**src/rtl/pong_pkg.sv**
```systemverilog
// Shared definitions for the Pong display path: seven-segment patterns,
// the blank pattern and the scan digit-index encoding.
package pong_pkg;

   // Active-low segment patterns for digits 0..9, bit0=a .. bit6=g
   localparam logic [6:0] SEG_PAT [10] = '{
      7'h40, 7'h79, 7'h24, 7'h30, 7'h19,
      7'h12, 7'h02, 7'h78, 7'h00, 7'h10
   };

   // All segments off
   localparam logic [6:0] SEG_BLANK = 7'h7F;

   // Scan order: left to right across the four digits
   typedef enum logic [1:0] {
      IDX_P1_TENS = 2'd0,
      IDX_P1_ONES = 2'd1,
      IDX_P2_TENS = 2'd2,
      IDX_P2_ONES = 2'd3
   } digit_idx_e;

   // Segment pattern for a decimal digit; out-of-range values show blank
   function automatic logic [6:0] seg_digit(input logic [3:0] d, input logic blank);
      logic [6:0] r;
      if (blank) begin
         r = SEG_BLANK;
      end else if (d > 4'd9) begin
         r = SEG_BLANK;
      end else begin
         r = SEG_PAT[d];
      end
      return r;
   endfunction

endpackage

```
**src/rtl/bin2bcd5.sv**
```systemverilog
// Combinational 5-bit binary to two-digit BCD split (0..31 -> tens 0..3, ones 0..9).
module bin2bcd5 (
   input  logic [4:0] bin,
   output logic [1:0] tens,
   output logic [3:0] ones
);

   assign tens = 2'(bin / 5'd10);
   assign ones = 4'(bin % 5'd10);

endmodule

```
**src/rtl/score_display.sv**
```systemverilog
// Four-digit multiplexed seven-segment scoreboard for two player scores.
// Scores are snapshotted once per scan frame so digits never tear, each digit
// period starts with an all-anodes-off guard, and all outputs are registered.
// Optional feature: define SCORE_BLINK_EN to blink the leader's digits while
// game_over is high.
module score_display #(
   parameter int DIGIT_PERIOD = 100000,
   parameter int GUARD        = 16,
   parameter int BLINK_PERIOD = 25000000
) (
   input  logic       clk,
   input  logic       rst,
   input  logic [4:0] score1,
   input  logic [4:0] score2,
   input  logic       game_over,
   output logic [3:0] an,
   output logic [6:0] seg,
   output logic       dp
);
   import pong_pkg::*;

   localparam int CW = (DIGIT_PERIOD > 1) ? $clog2(DIGIT_PERIOD) : 1;
   localparam logic [CW-1:0] CNT_LAST  = CW'(DIGIT_PERIOD - 1);
   localparam logic [CW-1:0] CNT_ONE   = CW'(1);
   localparam logic [CW-1:0] GUARD_END = CW'(GUARD);

   logic [CW-1:0] cnt_q, cnt_d;
   digit_idx_e    idx_q, idx_d;
   logic [4:0]    s1_q, s1_d;
   logic [4:0]    s2_q, s2_d;
   logic [3:0]    an_q, an_d;
   logic [6:0]    seg_q, seg_d;
   logic          dp_q, dp_d;

   logic [1:0] p1_tens, p2_tens;
   logic [3:0] p1_ones, p2_ones;
   logic       hide_p1, hide_p2;

   bin2bcd5 u_bcd_p1 (.bin(s1_q), .tens(p1_tens), .ones(p1_ones));
   bin2bcd5 u_bcd_p2 (.bin(s2_q), .tens(p2_tens), .ones(p2_ones));

   // Refresh counter, digit index and frame-boundary score snapshot
   always_comb begin
      cnt_d = cnt_q;
      idx_d = idx_q;
      s1_d  = s1_q;
      s2_d  = s2_q;
      if (cnt_q == CNT_LAST) begin
         cnt_d = '0;
         idx_d = digit_idx_e'(idx_q + 2'd1);
         if (idx_q == IDX_P2_ONES) begin
            s1_d = score1;
            s2_d = score2;
         end else begin
            s1_d = s1_q;
            s2_d = s2_q;
         end
      end else begin
         cnt_d = cnt_q + CNT_ONE;
      end
   end

`ifdef SCORE_BLINK_EN
   localparam int BW = (BLINK_PERIOD > 2) ? $clog2(BLINK_PERIOD) : 1;
   localparam logic [BW-1:0] BLK_LAST = BW'(BLINK_PERIOD - 1);
   localparam logic [BW-1:0] BLK_HALF = BW'(BLINK_PERIOD / 2);
   localparam logic [BW-1:0] BLK_ONE  = BW'(1);

   logic [BW-1:0] blk_q, blk_d;
   logic          go_q, go_d;
   logic          blink_off;

   // Blink counter restarts on the rising edge of game_over, else free-runs
   always_comb begin
      go_d = game_over;
      if (game_over && !go_q) begin
         blk_d = '0;
      end else if (blk_q == BLK_LAST) begin
         blk_d = '0;
      end else begin
         blk_d = blk_q + BLK_ONE;
      end
   end

   assign blink_off = (blk_q >= BLK_HALF);
   // Leader is whoever is ahead; a tie hides both players
   assign hide_p1   = game_over & blink_off & (s1_q >= s2_q);
   assign hide_p2   = game_over & blink_off & (s2_q >= s1_q);

   // Blink phase state
   always_ff @(posedge clk or negedge rst) begin
      if (!rst) begin
         blk_q <= '0;
         go_q  <= 1'b0;
      end else begin
         blk_q <= blk_d;
         go_q  <= go_d;
      end
   end
`else
   logic unused_game_over;
   assign unused_game_over = game_over;
   assign hide_p1 = 1'b0;
   assign hide_p2 = 1'b0;
`endif

   // Output decode: digit select, blanking of leading zero, guard and blink masks
   always_comb begin
      an_d  = 4'b1111;
      seg_d = SEG_BLANK;
      case (idx_q)
         IDX_P1_TENS: begin
            an_d  = 4'b0111;
            seg_d = seg_digit({2'b00, p1_tens}, p1_tens == 2'd0);
         end
         IDX_P1_ONES: begin
            an_d  = 4'b1011;
            seg_d = seg_digit(p1_ones, 1'b0);
         end
         IDX_P2_TENS: begin
            an_d  = 4'b1101;
            seg_d = seg_digit({2'b00, p2_tens}, p2_tens == 2'd0);
         end
         IDX_P2_ONES: begin
            an_d  = 4'b1110;
            seg_d = seg_digit(p2_ones, 1'b0);
         end
         default: begin
            an_d  = 4'b1111;
            seg_d = SEG_BLANK;
         end
      endcase
      if (cnt_q < GUARD_END) begin
         an_d = 4'b1111;
      end else begin
         an_d = an_d | {hide_p1, hide_p1, hide_p2, hide_p2};
      end
      dp_d = ~((idx_q == IDX_P1_ONES) & ~an_d[2]);
   end

   // State and output registers
   always_ff @(posedge clk or negedge rst) begin
      if (!rst) begin
         cnt_q <= '0;
         idx_q <= IDX_P1_TENS;
         s1_q  <= 5'd0;
         s2_q  <= 5'd0;
         an_q  <= 4'b1111;
         seg_q <= SEG_BLANK;
         dp_q  <= 1'b1;
      end else begin
         cnt_q <= cnt_d;
         idx_q <= idx_d;
         s1_q  <= s1_d;
         s2_q  <= s2_d;
         an_q  <= an_d;
         seg_q <= seg_d;
         dp_q  <= dp_d;
      end
   end

   assign an  = an_q;
   assign seg = seg_q;
   assign dp  = dp_q;

endmodule

```
**config.mk**
```make
export PLATFORM = sky130hd
export DESIGN_NAME = score_display
export DESIGN_NICKNAME = d
export VERILOG_FILES = /design/src/rtl/pong_pkg.sv /design/src/rtl/bin2bcd5.sv /design/src/rtl/score_display.sv
export SDC_FILE = /design/constraint.sdc
export NUM_CORES = 1
export LEC_CHECK = 0
export CAP_MARGIN = 20
export CORE_ASPECT_RATIO = 0.7
export CORE_MARGIN = 2
export CORE_UTILIZATION = 40
export CTS_BUF_LIST = sky130_fd_sc_hd__clkbuf_16
export DETAILED_ROUTE_END_ITERATION = 16
export GPL_ROUTABILITY_DRIVEN = 0
export SLEW_MARGIN = 20
export SYNTH_ARGS = -nofsm -noshare
export SYNTH_HDL_FRONTEND = slang
export SYNTH_HIERARCHICAL = 1
export SYNTH_SLANG_ARGS = --single-unit
```
**constraint.sdc**
```tcl
create_clock -name clk -period 2.3 [get_ports clk]
set_clock_uncertainty 0.15 [all_clocks]
set_input_delay 0.345 -clock clk [delete_from_list [all_inputs] [get_ports clk]]
set_output_delay 0.345 -clock clk [all_outputs]
set_load 0.03 [all_outputs]
```
==> run summary, run 1 <==
Critical Path AT -> 2.35 ns
Net Sw Frac -> 23.3%
Max Cap Viol -> 0
Asr flop ratio synth -> 100%
Finished layout cell area -> 3370 µm²
CP Launch Type -> flip-flop
Sw Pwr -> 0.421 mW
Setup CP Type -> flip-flop to flip-flop
Via/cell ratio -> 5.12
Clock-pin slew on the worst setup and hold paths -> 0.06 ns
Largest fanout on the critical path -> 4
Site row count -> 23
Worst Hold Class -> flip-flop to flip-flop
Initial DRC Count -> 86
Post-layout min period -> 2.29 ns
Global-route wire length before repair -> 8.68 mm
Area contributors post-synth -> dfrtp_1 29%, dfstp_2 13%, ha_1 9.1%, mux2_2 4.5%, nor2_1 3.3%
Post-Place Cells -> 370
Max Clk Rate -> 436 MHz
Clk sink count -> 41
Final TNS setup -> 0 ns
Port buffer count -> 23
Clk_lat worst skew -> 0.28 ns
Cts bufs inserted -> 5
Clock root buffer -> clkbuf_16
Vias in the first global route -> 1826
Area grow syn2layout -> 35.9%
Bufs on Longest Clock Path -> 2
DR vias -> 1972
Setup Slack @ Placement -> -0.0705 ns
Top_reg_cell synth -> dfrtp_1
Setup Viol. Count Final -> 0
Share of the synthesized area in the top cell type -> 29.2%
Post-DR wirelength/cell -> 13.8 µm
Fill count -> 501
Final setup margin -> 0.00827 ns
Post-Syn Nets -> 283
Synth warn -> 6
Grt ovf -> 0
CP required -> 2.36 ns
Comb pwr share -> 15.8%
DP HPWL -> 3.82 mm
Largest net degree at the start of global routing -> 29
H-tree levels -> 2
Distinct cells, synth -> 48
Register area share after synthesis -> 42.0%
Hold Vio Cnt, Final -> 0
Post-DP Area -> 2990 µm²
Cell Int Power -> 1.39 mW
Antenna diodes -> 0
Mapped Avg Cell Area -> 9.85 µm²
RSZ-0062 raised after global routing -> true
#FFs+latches synth -> 41
Status -> finished, final reports clean
Initial core utilization -> 42.5%
Core area -> 5840 µm²
Commonest cells in the netlist -> 29 x dfrtp_1, 22 x nor2_1, 18 x ha_1, 18 x nand2_1
Post-layout utilization of the core -> 57.7%
Slew Limit Headroom -> 59.6%
Layout cells sized above 1 -> 32.3%
DRC errors left -> 0
Crit path capture type -> flip-flop
Gr usage total -> 15.7%
Dominant cell type by area after synthesis -> dfrtp_1
CTS tree -> yes
P_leak -> 1.42 nW
Post-synth EDFFs -> 0
Power share of the clock group -> 42.4%
Antenna violations before repair -> 0
Maximum vdd drop -> 319 µV
Most common cell in the netlist -> dfrtp_1
Die height -> 69.9 µm
Die area -> 6860 µm²
Final WL -> 5.30 mm
Power Dens Cells -> 536 nW/µm²
Final Max Tran Viols -> 0
Ports -> 25
Layout net count -> 340
Detailed Routing Iterations Pass 1 -> 4
Fin cells -> 385
Cells after synthesis -> 252
Mapped cell area -> 2480 µm²
Part of the cycle the worst path needs -> 99.6%
Worst Max-Slew Pin Slew -> 0.606 ns
Flop pwr share -> 41.8%
Routed Antenna Nets -> 0
Die W -> 98.1 µm
-- critical path, stage by stage (launching register included) --
cell and delay, ns:
dfrtp_1 0.42, nor2b_2 0.18, or3_4 0.34, o221ai_4 0.07, inv_2 0.10, ha_1 0.30, o21a_1 0.21, o21ai_2 0.13
o311ai_2 0.13, o21a_1 0.19
-- metal layers --
| layer | part of all wire, % | vias up | global-route usage (%) | wire length, µm |
|---|---|---|---|---|
| li1 | - | 1030 | - | - |
| met3 | 4.2 | 6 | 3.80 | 224 |
| met5 | 0 | - | 0 | 0 |
| met4 | 0.87 | 0 | 5.02 | 46 |
| met1 | 56 | 889 | 25.4 | 2990 |
| met2 | 38 | 47 | 20.1 | 2040 |
-- layout by cell type (no fill, tap or decap), types with 2 or more instances in the layout --
master           count
o21ai_1              5
a22o_1               2
nand2_1             18
or3_1                4
nand3b_1             3
nor4_1               3
buf_6                2
a21oi_2              2
or4_4                3
nand2b_1             6
clkdlybuf4s50_1     22
a21oi_1              5
mux2_2              10
a31oi_1              2
nand4_1              5
nor2_1              22
nor3_1               4
xnor2_1              9
o21ai_0              6
nor2b_4              2
buf_4               34
a22oi_1              2
o21ai_2              4
o311ai_2             2
nor2b_2              2
nand3_1             10
ha_4                 4
dfstp_2             12
nor3b_2              2
o22ai_1              2
xor2_1               5
ha_1                14
o21a_1               4
inv_2                2
dfrtp_1             28
inv_1               11
clkbuf_16            5
o211ai_1             5
-- path summary, 6_finish.rpt --
| path | slack (ns) | cells after the start | startpoint | endpoint |
|---|---|---|---|---|
| worst max-delay path | 0.008 | 9 | s1_q[1] | seg[1] |
| max in group asynchronous | 0.91 | 3 | rst | seg[3] |
| min in group asynchronous | 0.46 | 2 | rst | idx_q[0] |
| worst max register to register | 0.008 | 9 | s1_q[1] | seg[1] |
| worst min register to register | 0.36 | 1 | cnt_q[0] | cnt_q[0] |
| worst min-delay path | 0.36 | 1 | cnt_q[0] | cnt_q[0] |
-- registers in the layout, indices dropped and copies added, names as in the netlist --
| register | cells |
|---|---|
| an | 4 |
| dp | 1 |
| idx_q | 2 |
| s2_q | 5 |
| cnt_q | 17 |
| s1_q | 5 |
| seg | 7 |
-- power groups by stage --
stage	sequential (mW)	combinational [mW]	clock (mW)
after floorplan	0.787	0.106	0
after global placement	0.766	0.235	0
after detailed placement	0.766	0.236	0
after CTS	0.754	0.246	0.789
after global routing	0.758	0.313	0.825
final	0.756	0.285	0.768
-- layout make-up --
class / instances / area [µm²] / share of cell area [%]
Sequential cell: 41 / 1040 / 30.9
Clock inverter: 3 / 37.5 / 1.11
Multi-Input combinational cell: 189 / 1520 / 44.9
Clock buffer: 5 / 125 / 3.71
Timing Repair Buffer: 60 / 513 / 15.2
Inverter: 12 / 45.0 / 1.34
Tap cell: 75 / 93.8 / 2.78
-- logic make-up (layout without fill, tap and decap cells) --
family          Yosys count  in the layout  synth area share (%)
compound gates           52             52                  14.2
simple gates             95             95                  21.7
xor+xnor                 14             14                  4.94
fa+ha+maj                18             18                  9.08
flops                    41             41                  42.0
buf+inv                  22             80                  3.63
mux                      10             10                  4.54
-- metrics by stage --
step                      power [mW]  hold WS [ns]
final                           1.81         0.359
after global routing            1.90         0.388
after CTS                       1.79         0.363
after detailed placement        1.00         0.244
after global placement          1.00         0.243
after floorplan                0.893        -0.101
-- repair_timing --
item / CTS / global route
gates resized for setup: 10 / 34
setup endpoints to repair: 6 / 6
buffers inserted: 1 / 5
endpoints found under the hold margin: 16 / 0
hold buffers: 1 / 0
pin swaps: 4 / 10
(Power assumes the default switching activity.)
==> run 2: changes to the inputs <==
--- a/config.mk
+++ b/config.mk
@@ -7,7 +7,7 @@
 export LEC_CHECK = 0
 export CAP_MARGIN = 20
 export CORE_ASPECT_RATIO = 0.7
-export CORE_MARGIN = 2
+export CORE_MARGIN = 4
 export CORE_UTILIZATION = 40
 export CTS_BUF_LIST = sky130_fd_sc_hd__clkbuf_16
 export DETAILED_ROUTE_END_ITERATION = 16
==> run summary, run 2 (synthesis gave the netlist of run 1 again) <==
H-tree levels -> 2 (unchanged)
Ports -> 25 (unchanged)
Largest net degree at the start of global routing -> 42 (was 29)
Setup Viol. Count Final -> 0 (unchanged)
Worst r2r src -> s2_q[3] (was s1_q[1])
Clock-pin slew on the worst setup and hold paths -> 0.06 ns (about the same)
Routed Antenna Nets -> 0 (unchanged)
Max Clk Rate -> 435 MHz (was 436 MHz)
Critical Path AT -> 2.36 ns (was 2.35 ns)
Maximum vdd drop -> 293 µV (was 319 µV)
Hold Slack -> -0.0148 ns (was 0.359 ns)
FF-to-FF setup slack -> 0.0005 ns (was 0.008 ns)
Final Max Tran Viols -> 0 (unchanged)
Bufs on Longest Clock Path -> 2 (unchanged)
Post-layout utilization of the core -> 56.7% (was 57.7%)
Crit path capture type -> flip-flop (unchanged)
Cts bufs inserted -> 5 (unchanged)
DP HPWL -> 3.83 mm (was 3.82 mm)
Clk_lat worst skew -> 0.28 ns (about the same)
Crit-path cells -> nor2b_4 > or3_4 > o221ai_4 > inv_2 > buf_4 > ha_4 > o21a_1 > o21ai_1 > o311ai_1 > o21a_1 (was nor2b_2 > or3_4 > o221ai_4 > inv_2 > ha_1 > o21a_1 > o21ai_2 > o311ai_2 > o21a_1)
Violated checks -> negative hold slack
Post-layout min period -> 2.30 ns (was 2.29 ns)
Clk sink count -> 41 (unchanged)
Grt ovf -> 0 (unchanged)
Cell Int Power -> 1.38 mW (was 1.39 mW)
Largest stage delay on the critical path -> 0.43 ns (was 0.42 ns)
Detailed Routing Iterations Pass 1 -> 4 (unchanged)
Vias in the first global route -> 1789 (was 1826)
RR Endpoint -> seg[1] (unchanged)
Critical-path top delay cell -> dfrtp_2 (was dfrtp_1)
Status -> complete, but fails checks (was finished, final reports clean)
Power share of the clock group -> 42.5% (was 42.4%)
Area grow syn2layout -> 34.2% (was 35.9%)
Top reg by flops -> cnt_q (unchanged)
CTS Hold Bufs -> 0 (was 1)
Site row count -> 23 (unchanged)
Clock root buffer -> clkbuf_16 (unchanged)
Die W -> 102 µm (was 98.1 µm)
Power Dens Cells -> 542 nW/µm² (was 536 nW/µm²)
Core area -> 5870 µm² (was 5840 µm²)
Worst Max-Slew Pin Slew -> 0.565 ns (was 0.606 ns)
Antenna violations before repair -> 0 (unchanged)
Crit path from -> s2_q[3] (was s1_q[1])
Worst path depth -> 10 (was 9)
Antenna diodes -> 0 (unchanged)
CTS tree -> yes (unchanged)
RSZ-0062 raised after global routing -> true (unchanged)
Largest fanout on the critical path -> 4 (unchanged)
Commonest non-fill, non-tap cell in the layout -> buf_4 (unchanged)
Max reg flops -> 17 (unchanged)
Commonest cells after routing, fill and taps aside -> 33 x buf_4, 27 x dfrtp_1, 22 x nor2_1, 22 x clkdlybuf4s50_1, 18 x nand2_1 (was 34 x buf_4, 28 x dfrtp_1, 22 x nor2_1, 22 x clkdlybuf4s50_1, 18 x nand2_1)
Net Sw Frac -> 23.3% (about the same)
Worst Hold Class -> input pin to async pin (was flip-flop to flip-flop)
Part of the cycle the worst path needs -> 100% (was 99.6%)
Setup CP Type -> flip-flop to flip-flop (unchanged)
Worst reg-to-reg path cell count -> 10 (was 9)
Initial core utilization -> 42.3% (was 42.5%)
Sw Pwr -> 0.421 mW (about the same)
CP Launch Type -> flip-flop (unchanged)
Port buffer count -> 23 (unchanged)
Crit path to -> seg[1] (unchanged)
Final TNS setup -> 0 ns (unchanged)
Layout cells sized above 1 -> 31.0% (was 32.3%)
P_leak -> 1.40 nW (was 1.42 nW)
CP top delay family -> compound AO/OA/AOI/OAI gates (unchanged)
Final WL -> 5.41 mm (was 5.30 mm)
Max Cap Viol -> 0 (unchanged)
Slew Limit Headroom -> 62.3% (was 59.6%)
Most frequent cell on the critical path -> o21a_1 (unchanged)
Hold Vio Cnt, Final -> 28 (was 0)
Bufs and invs on worst path -> 2 (was 1)
Layout net count -> 336 (was 340)
CP required -> 2.36 ns (about the same)
Post-DR wirelength/cell -> 14.2 µm (was 13.8 µm)
Comb pwr share -> 15.5% (was 15.8%)
Flop pwr share -> 41.9% (was 41.8%)
Die height -> 73.9 µm (was 69.9 µm)
Initial DRC Count -> 111 (was 86)
Global-route wire length before repair -> 8.70 mm (was 8.68 mm)
Die area -> 7550 µm² (was 6860 µm²)
Gr usage total -> 14.8% (was 15.7%)
Via/cell ratio -> 5.28 (was 5.12)
DRC errors left -> 0 (unchanged)
DR vias -> 2010 (was 1972)
## run 2: cell types whose count changed in the layout (fill, tap and decap cells not counted), sizes merged
cell         change
dlygate4sd3      -1
buf              -3
## run 2: power by group through the flow
stage	logic [mW]	clock network, mW	registers (mW)
2_1_floorplan	0.106	0	0.787
4_1_cts	0.253	0.783	0.755
3_5_place_dp	0.236	0	0.767
5_1_grt	0.306	0.814	0.759
6_report	0.281	0.768	0.757
3_3_place_gp	0.234	0	0.765
## run 2: worst min-delay path by stage
stage | from | end
global placement | rst | s1_q[0]
finish | rst | idx_q[0]
detailed placement | rst | cnt_q[11]
CTS | rst | cnt_q[9]
floorplan | rst | cnt_q[0]
global route | rst | s2_q[2]
## run 2: final cells by class
| class | count | area, µm² |
|---|---|---|
| inverters | 12 | 45.0 |
| flip-flops and latches | 41 | 1040 |
| clock inverters | 3 | 37.5 |
| clock buffers | 5 | 125 |
| fillers | 524 | 2540 |
| well taps | 75 | 93.8 |
| repair buffers | 56 | 473 |
| multi-input cells | 189 | 1510 |
## run 2: stage by stage
stage / std cells / cell area [µm²] / hold slack [ns] / power, mW / worst slack [ns]
final: 381 / 3330 / -0.0148 / 1.81 / 0.000497
after global routing: 381 / 3330 / 0.0387 / 1.88 / -0.102
after CTS: 380 / 3220 / 0.00702 / 1.79 / 0.00239
after detailed placement: 371 / 2990 / 0.297 / 1.00 / -0.0925
after global placement: 371 / 2990 / 0.294 / 0.999 / -0.0559
after floorplan: 252 / 2490 / -0.101 / 0.893 / 0.00593
## run 2: per-layer routing
layer | routed length [µm] | track usage [%] | up-vias
li1 | - | - | 1014
met2 | 2170 | 20.4 | 50
met5 | 0 | 0 | -
met4 | 41 | 3.49 | 0
met3 | 276 | 2.85 | 4
met1 | 2930 | 23.3 | 942
## run 2: timing repair
item | CTS | global route
pin swaps | 4 | 11
setup endpoints to repair | 6 | 7
resized for setup | 15 | 25
buffers inserted | 1 | 1
